--- src/rtl/wishbone_master.sv ---
// Single-outstanding Wishbone pipelined-mode initiator with a valid/ready command/response
// front end, slave stall support and a bus-timeout error response.
module wishbone_master #(
    parameter int unsigned TIMEOUT = 16,
    parameter int unsigned ADDR_W  = 32,
    parameter int unsigned DATA_W  = 32
) (
    input  logic                clk,
    input  logic                rst,
    input  logic                cmd_valid,
    output logic                cmd_ready,
    input  logic                cmd_we,
    input  logic [ADDR_W-1:0]   cmd_adr,
    input  logic [DATA_W-1:0]   cmd_dat,
    input  logic [DATA_W/8-1:0] cmd_sel,
    output logic                rsp_valid,
    input  logic                rsp_ready,
    output logic [DATA_W-1:0]   rsp_dat,
    output logic                rsp_err,
    output logic                wb_cyc_o,
    output logic                wb_stb_o,
    output logic                wb_we_o,
    output logic [DATA_W/8-1:0] wb_sel_o,
    output logic [ADDR_W-1:0]   wb_adr_o,
    output logic [DATA_W-1:0]   wb_dat_o,
    input  logic [DATA_W-1:0]   wb_dat_i,
    input  logic                wb_ack_i,
    input  logic                wb_stall_i,
    output logic                busy
);
    localparam int unsigned CNT_W = $clog2(TIMEOUT + 1);

    typedef enum logic [1:0] {StIdle, StReq, StWait, StResp} state_e;

    state_e              state_q, state_d;
    logic [CNT_W-1:0]    cnt_q, cnt_d;
    logic                cyc_q, cyc_d, stb_q, stb_d, we_q, we_d;
    logic [DATA_W/8-1:0] sel_q, sel_d;
    logic [ADDR_W-1:0]   adr_q, adr_d;
    logic [DATA_W-1:0]   dat_q, dat_d;
    logic                rsp_valid_q, rsp_valid_d, rsp_err_q, rsp_err_d;
    logic [DATA_W-1:0]   rsp_dat_q, rsp_dat_d;
    logic                ack_ok;

    always_comb begin
        state_d     = state_q;
        cnt_d       = cnt_q;
        cyc_d       = cyc_q;
        stb_d       = stb_q;
        we_d        = we_q;
        sel_d       = sel_q;
        adr_d       = adr_q;
        dat_d       = dat_q;
        rsp_valid_d = rsp_valid_q;
        rsp_err_d   = rsp_err_q;
        rsp_dat_d   = rsp_dat_q;
        ack_ok      = 1'b0;
        unique case (state_q)
            StIdle: begin
                if (cmd_valid) begin
                    we_d    = cmd_we;
                    adr_d   = cmd_adr;
                    dat_d   = cmd_dat;
                    sel_d   = cmd_sel;
                    cyc_d   = 1'b1;
                    stb_d   = 1'b1;
                    cnt_d   = '0;
                    state_d = StReq;
                end
            end
            StReq, StWait: begin
                // An ack alongside stall is illegal in pipelined mode and is dropped.
                ack_ok = wb_ack_i && ((state_q == StWait) || !wb_stall_i);
                if (ack_ok) begin
                    cyc_d       = 1'b0;
                    stb_d       = 1'b0;
                    rsp_valid_d = 1'b1;
                    rsp_err_d   = 1'b0;
                    rsp_dat_d   = we_q ? '0 : wb_dat_i;
                    state_d     = StResp;
                end else if (cnt_q == CNT_W'(TIMEOUT - 1)) begin
                    cyc_d       = 1'b0;
                    stb_d       = 1'b0;
                    rsp_valid_d = 1'b1;
                    rsp_err_d   = 1'b1;
                    rsp_dat_d   = '0;
                    state_d     = StResp;
                end else begin
                    cnt_d = cnt_q + 1'b1;
                    if ((state_q == StReq) && !wb_stall_i) begin
                        stb_d   = 1'b0;
                        state_d = StWait;
                    end
                end
            end
            StResp: begin
                if (rsp_ready) begin
                    rsp_valid_d = 1'b0;
                    state_d     = StIdle;
                end
            end
            default: state_d = StIdle;
        endcase
    end

    always_ff @(posedge clk) begin
        if (!rst) begin
            state_q     <= StIdle;
            cnt_q       <= '0;
            cyc_q       <= 1'b0;
            stb_q       <= 1'b0;
            we_q        <= 1'b0;
            sel_q       <= '0;
            adr_q       <= '0;
            dat_q       <= '0;
            rsp_valid_q <= 1'b0;
            rsp_err_q   <= 1'b0;
            rsp_dat_q   <= '0;
        end else begin
            state_q     <= state_d;
            cnt_q       <= cnt_d;
            cyc_q       <= cyc_d;
            stb_q       <= stb_d;
            we_q        <= we_d;
            sel_q       <= sel_d;
            adr_q       <= adr_d;
            dat_q       <= dat_d;
            rsp_valid_q <= rsp_valid_d;
            rsp_err_q   <= rsp_err_d;
            rsp_dat_q   <= rsp_dat_d;
        end
    end

    assign cmd_ready = (state_q == StIdle);
    assign busy      = (state_q != StIdle);
    assign wb_cyc_o  = cyc_q;
    assign wb_stb_o  = stb_q;
    assign wb_we_o   = we_q;
    assign wb_sel_o  = sel_q;
    assign wb_adr_o  = adr_q;
    assign wb_dat_o  = dat_q;
    assign rsp_valid = rsp_valid_q;
    assign rsp_err   = rsp_err_q;
    assign rsp_dat   = rsp_dat_q;

endmodule

--- config.mk ---
export PLATFORM = sky130hd
export DESIGN_NAME = wishbone_master
export DESIGN_NICKNAME = d
export VERILOG_FILES = /design/src/rtl/wishbone_master.sv
export SDC_FILE = /design/constraint.sdc
export NUM_CORES = 1
export LEC_CHECK = 0
export CELL_PAD_IN_SITES_DETAIL_PLACEMENT = 1
export CELL_PAD_IN_SITES_GLOBAL_PLACEMENT = 2
export CORE_MARGIN = 4
export CORE_UTILIZATION = 23
export CTS_CLUSTER_SIZE = 24
export DETAILED_ROUTE_END_ITERATION = 8
export PLACE_DENSITY_LB_ADDON = 0.12
export SLEW_MARGIN = 20
export SYNTH_ARGS = -nofsm -noshare
export SYNTH_HDL_FRONTEND = slang
export SYNTH_SLANG_ARGS = --single-unit
--- constraint.sdc ---
create_clock -name clk -period 4.9 [get_ports clk]
set_clock_uncertainty 0.2 [all_clocks]
set_input_delay 0.98 -clock clk [delete_from_list [all_inputs] [get_ports clk]]
set_output_delay 0.98 -clock clk [all_outputs]
set_load 0.01 [all_outputs]
==> results.py, run 1 <==
metrics = {
    "floorplanning": {
        "initial_core_util_pct": 23.4,
        "coreArea_um2": 17200,
        "die_h_um": 140,
        "fp.dieW_um": 140,
        "pin_count": 214,
        "die-area_um2": 19700,
        "rows": 48,
    },
    "sta": {
        "hold_viol_final": 0,
        "final.setup.tns_ns": 0,
        "max_slew_margin_pct": 58.0,
        "max_freq_mhz": 332,
        "maxSlewViolCount": 0,
        "rsz0062_at_grt": "false",
        "worst_pin_slew_ns": 0.631,
        "layout_min_cycle_time_ns": 3.01,
        "finalSetupViolations": 0,
        "fin_crit_sh_pct": 61.5,
    },
    "drt": {
        "ant_nets": 0,
        "routed_wl_um": 14800,
        "drc": 0,
        "drt_iter0_markers": 143,
        "drt-pass1-iter-count": 4,
        "wl_per_cell_um": 16.8,
        "drt-vias-per-instance": 4.42,
        "num_vias": 3911,
    },
    "yosys": {
        "synth-edff-count": 0,
        "ys_seq_area_share_pct": 55.6,
        "synthCells": 457,
        "synth.cell_area_um2": 4030,
        "synth_seq_cells": 112,
        "syn_nets": 571,
        "synth_flop_cell": "dfxtp_1",
        "synth_warnings": 0,
        "synth.avg_cell_area_um2": 8.82,
        "synth.distinct_cells": 32,
        "async_flop_share_pct": 0,
    },
    "layout": {
        "area_growth_pct": 66.0,
        "seqCellArea_um2": 2240,
        "mostFrequentLayoutCell": "clkdlybuf4s50_1",
        "final_cell_mix": "clkdlybuf4s50_1, nand2_1, dfxtp_1",
        "multi_input_area_um2": 1630,
        "layout-drive-gt1-share_pct": 4.41,
        "nNetsFinal": 768,
        "finish.instance_area_um2": 6690,
        "fillers": 1961,
    },
    "power": {
        "peakVddDrop_uv": 483,
        "leakagePower_uw": 0.00245,
        "p_per_area_nw_per_um2": 462,
    },
    "setup_path": {
        "path_max_fanout": 5,
        "cp-end-kind": "primary output",
        "worst_setup_path_start_kind": "flop",
        "timing_worst_setup_path_type": "reg2out",
        "r2r-start": "state_q[1]",
        "r2r_slack_ns": 2.46,
        "cp.required_ns": 3.72,
        "r2r_cells": 6,
        "r2r_end": "rsp_dat[27]",
        "critPathArrivalTime_ns": 1.83,
    },
    "run_status": {
        "status": "finished, final reports clean",
    },
    "cts": {
        "root_buffer": "clkbuf_16",
        "clock_latency_ns": 0.34,
        "cts_max_level": 3,
        "clock-sinks": 112,
        "hold_buffers": 0,
        "cts_resized": 0,
        "cts_buffers": 9,
        "cts_buffer_depth": 2,
        "postCtsSetupBuffers": 0,
        "cts.reportedPaths.clkPinSlew_ns": 0.07,
        "cts_tree": "built",
    },
    "worst_hold_path": {
        "whs_path_depth": 2,
        "holdPathEnd": "wb_adr_o[25]",
        "hold_path_class": "reg2reg",
        "hold_start": "wb_adr_o[25]",
    },
    "grt": {
        "antenna_found_initial": 1,
        "grt_pass1_wl_um": 23000,
        "grt_pass1_vias": 4130,
        "gr-total-overflow": 0,
        "track_usage_pct": 14.7,
        "grt_max_degree": 54,
    },
    "place": {
        "dpl-instance-area_um2": 6350,
        "gp_congestion": 0.723,
        "io_buffer_count": 213,
        "detailed_place_hpwl_um": 10800,
    },
    "run": {
        "drv_cap": 0,
    },
}
[through the flow]
step	hold WS [ns]	total power [µW]	setup slack, ns	instances	utilization, %
final	0.253	3090	1.89	884	38.8
after detailed placement	0.248	2290	1.65	868	36.8
after global routing	0.276	3290	1.79	884	38.8
after CTS	0.259	3150	1.87	883	38.8
after global placement	0.241	2260	1.72	868	36.8
after floorplan	0.258	1720	2.83	457	-
[power breakdown]
part | internal [µW] | leakage [µW] | switching [µW]
logic | 519 | 0.00137 | 569
registers | 1070 | 0.000915 | 93.7
clock network | 497 | 0.000165 | 341
total | 2090 | 0.00245 | 1000
[critical path, cell delays in order (launching register included)]
cell and delay [ns]:
dfxtp_1 0.41, inv_1 0.09, ha_1 0.30, inv_1 0.10, clkdlybuf4s50_1 0.58
[metal layers]
metal | wire length, µm | GRT usage (%) | vias up
li1 | - | - | 1936
met1 | 6550 | 18.1 | 1867
met2 | 7540 | 25.6 | 95
met3 | 573 | 3.41 | 13
met4 | 177 | 4.28 | 0
met5 | 0 | 0 | -
[registers in the layout, summed over array words and instances, names as in the netlist]
name       cells
cnt_q          5
rsp_dat       32
rsp_err        1
rsp_valid      1
state_q        2
wb_adr_o      32
wb_cyc_o       1
wb_dat_o      32
wb_sel_o       4
wb_stb_o       1
wb_we_o        1
[worst max path at each step]
stage	from	end	depth (start not counted)
6_report	state_q[0]	busy	4
5_1_grt	state_q[0]	busy	4
4_1_cts	state_q[0]	busy	4
3_5_place_dp	cmd_valid	wb_adr_o[22]	5
3_3_place_gp	cmd_valid	wb_sel_o[1]	5
2_1_floorplan	rst	wb_dat_o[10]	5
[cell usage after synthesis (3+ instances only)]
cell | n | area, µm²
buf_4 | 3 | 22.5
buf_1 | 6 | 22.5
o21ai_0 | 3 | 15.0
mux2i_1 | 3 | 30.0
dfxtp_1 | 112 | 2240
nand4b_1 | 4 | 35.0
clkbuf_1 | 12 | 45.0
inv_1 | 5 | 18.8
a31oi_1 | 4 | 25.0
a22o_1 | 32 | 280
a21oi_1 | 72 | 360
ha_1 | 7 | 87.6
nand2_1 | 147 | 552
buf_2 | 12 | 60.1
a21o_1 | 3 | 22.5
nand3_1 | 10 | 50.1
[logic make-up (layout without fill, tap and decap cells)]
| family | Yosys count | after routing | share of synthesized area, % |
|---|---|---|---|
| compound gates | 122 | 122 | 19.0 |
| fa+ha+maj | 7 | 7 | 2.17 |
| buf+inv | 39 | 240 | 4.28 |
| flops | 112 | 112 | 55.6 |
| mux | 3 | 3 | 0.745 |
| other cells | 0 | 1 | 0 |
| simple gates | 174 | 174 | 18.1 |
[final cells by class]
type / count / area share (%)
Clock buffer: 9 / 3.37
Timing Repair Buffer: 219 / 32.5
Sequential cell: 112 / 33.5
Antenna cell: 1 / 0.0374
Inverter: 6 / 0.337
Clock inverter: 6 / 1.63
Multi-Input combinational cell: 306 / 24.4
Tap cell: 225 / 4.21
Power figures use the tool's default switching activity.
==> run 2, diff against run 1 <==
- CORE_UTILIZATION: 23 -> 19
- clock period: 4.9 -> 2.7 ns (I/O delays scaled with it)
==> run 2 against run 1 <==
Effect of this change: worst hold slack better by 0.0026 ns; worst setup slack worse by 1.7 ns; core utilization is 6.6 points lower; cell count is 6.1% higher; register-to-register slack worse by 1.9 ns; design area is 1.0% higher; combinational power is 87% higher; sequential power is 82% higher; non-clock buffer count is 4 higher; first-iteration DRC count is 35% lower; critical path depth stayed put; critical path type unchanged; critical endpoint unchanged; highest routed layer unchanged.
==> results.py, run 2 (synthesis gave the netlist of run 1 again) <==
metrics = {
    "power": {
        "peakVddDrop_uv": 316,
        "leakagePower_uw": 0.00246,
        "p_int_uw": 3610,
        "p_switching_uw": 1870,
        "swShare_pct": 34.2,
        "comb_power_share_pct": 37.1,
        "seqPwrFrac_pct": 38.5,
        "pwr-share-clk_pct": 24.4,
        "p_per_area_nw_per_um2": 811,
    },
    "grt": {
        "gr-total-overflow": 0,
        "grt_max_degree": 45,
        "track_usage_pct": 12.7,
        "antenna_found_initial": 0,
        "grt_pass1_wl_um": 24000,
        "grt_pass1_vias": 4097,
    },
    "sta": {
        "max_freq_mhz": 399,
        "fin_ws_ns": 0.192,
        "final.setup.tns_ns": 0,
        "maxSlewViolCount": 0,
        "layout_min_cycle_time_ns": 2.51,
        "fin_hold_ws_ns": 0.256,
        "hold_viol_final": 0,
        "worst_pin_slew_ns": 0.510,
        "fin_crit_sh_pct": 92.9,
        "finalSetupViolations": 0,
        "rsz0062_at_grt": "false",
        "max_slew_margin_pct": 66.0,
    },
    "setup_path": {
        "critPathArrivalTime_ns": 1.77,
        "cp-end-kind": "primary output",
        "timing_worst_setup_path_type": "reg2out",
        "path_max_fanout": 5,
        "cp.required_ns": 1.96,
        "worst_setup_path_start_kind": "flop",
        "r2r_cells": 7,
    },
    "cts": {
        "hold_buffers": 0,
        "cts_tree": "built",
        "clock_latency_ns": 0.35,
        "cts.reportedPaths.clkPinSlew_ns": 0.07,
        "root_buffer": "clkbuf_16",
        "cts_max_level": 3,
        "postCtsSetupBuffers": 0,
        "clock-sinks": 112,
        "cts_buffers": 9,
        "cts_resized": 0,
        "cts_buffer_depth": 2,
    },
    "floorplanning": {
        "fp.dieW_um": 154,
        "coreArea_um2": 21000,
        "die-area_um2": 23600,
        "die_h_um": 154,
        "rows": 53,
        "initial_core_util_pct": 19.2,
        "pin_count": 214,
    },
    "drt": {
        "drt-vias-per-instance": 4.22,
        "wl_per_cell_um": 16.3,
        "drt-pass1-iter-count": 4,
        "ant_nets": 0,
        "num_vias": 3955,
        "drc": 0,
        "drt_iter0_markers": 93,
        "routed_wl_um": 15300,
    },
    "layout": {
        "area_growth_pct": 67.7,
        "num_antenna_cells": 0,
        "final_util_pct": 32.3,
        "layout-drive-gt1-share_pct": 5.13,
        "stdcell_count": 938,
        "fillers": 2423,
        "final_cell_mix": "clkdlybuf4s50_1, nand2_1, dfxtp_1",
        "mostFrequentLayoutCell": "clkdlybuf4s50_1",
        "nNetsFinal": 772,
    },
    "worst_hold_path": {
        "hold_path_class": "reg2reg",
        "whs_path_depth": 2,
    },
    "place": {
        "gp_congestion": 0.753,
        "pre_cts_ws_ns": 0.329,
        "io_buffer_count": 213,
        "dp_cells": 922,
        "detailed_place_hpwl_um": 11100,
    },
    "run": {
        "drv_cap": 0,
    },
    "run_status": {
        "status": "finished, final reports clean",
    },
}
[run 2: changes by cell type in the layout (fill, tap and decap cells not counted), sizes merged]
cell	previous run	this run
clkbuf	9	11
clkinv	3	4
buf	6	10
bufinv	3	0
diode	1	0
inv	6	7
[run 2: metal layers]
| layer | global-route usage [%] | part of all wire, % |
|---|---|---|
| met1 | 16.6 | 46 |
| met2 | 20.7 | 48 |
| met3 | 3.32 | 4.7 |
| met4 | 3.74 | 1.7 |
| met5 | 0 | 0 |
[run 2: power groups by stage]
| stage | logic [µW] | clock network, µW | registers [µW] |
|---|---|---|---|
| floorplan | 877 | 0 | 2250 |
| global placement | 2040 | 0 | 2140 |
| detailed placement | 2080 | 0 | 2150 |
| CTS | 2080 | 1420 | 2110 |
| global route | 2240 | 1480 | 2150 |
| finish | 2040 | 1340 | 2110 |
[run 2: layout make-up]
| type | count | area, µm² | share of cell area (%) |
|---|---|---|---|
| well taps | 275 | 344 | 5.09 |
| clock buffers | 11 | 253 | 3.74 |
| clock inverters | 5 | 40.0 | 0.592 |
| repair buffers | 223 | 2230 | 33.0 |
| inverters | 6 | 22.5 | 0.333 |
| flip-flops and latches | 112 | 2240 | 33.2 |
| multi-input cells | 306 | 1630 | 24.0 |
[run 2: final timing paths]
check                           slack, ns           end          from
worst max-delay path                 0.19          busy    state_q[0]
worst min-delay path                 0.26  wb_dat_o[21]  wb_dat_o[21]
worst max register to register       0.53    rsp_dat[9]      cnt_q[0]
worst min register to register       0.26  wb_dat_o[21]  wb_dat_o[21]
[run 2: through the flow]
stage | power [µW] | cell area [µm²]
floorplan | 3130 | 4030
CTS | 5620 | 6760
global placement | 4180 | 6470
detailed placement | 4230 | 6470
finish | 5480 | 6760
global route | 5870 | 6760
[run 2: worst max-delay path: stages, from the launching register on]
cell             delay, ns
dfxtp_1               0.42
inv_1                 0.09
ha_1                  0.29
inv_1                 0.08
clkdlybuf4s50_1       0.53
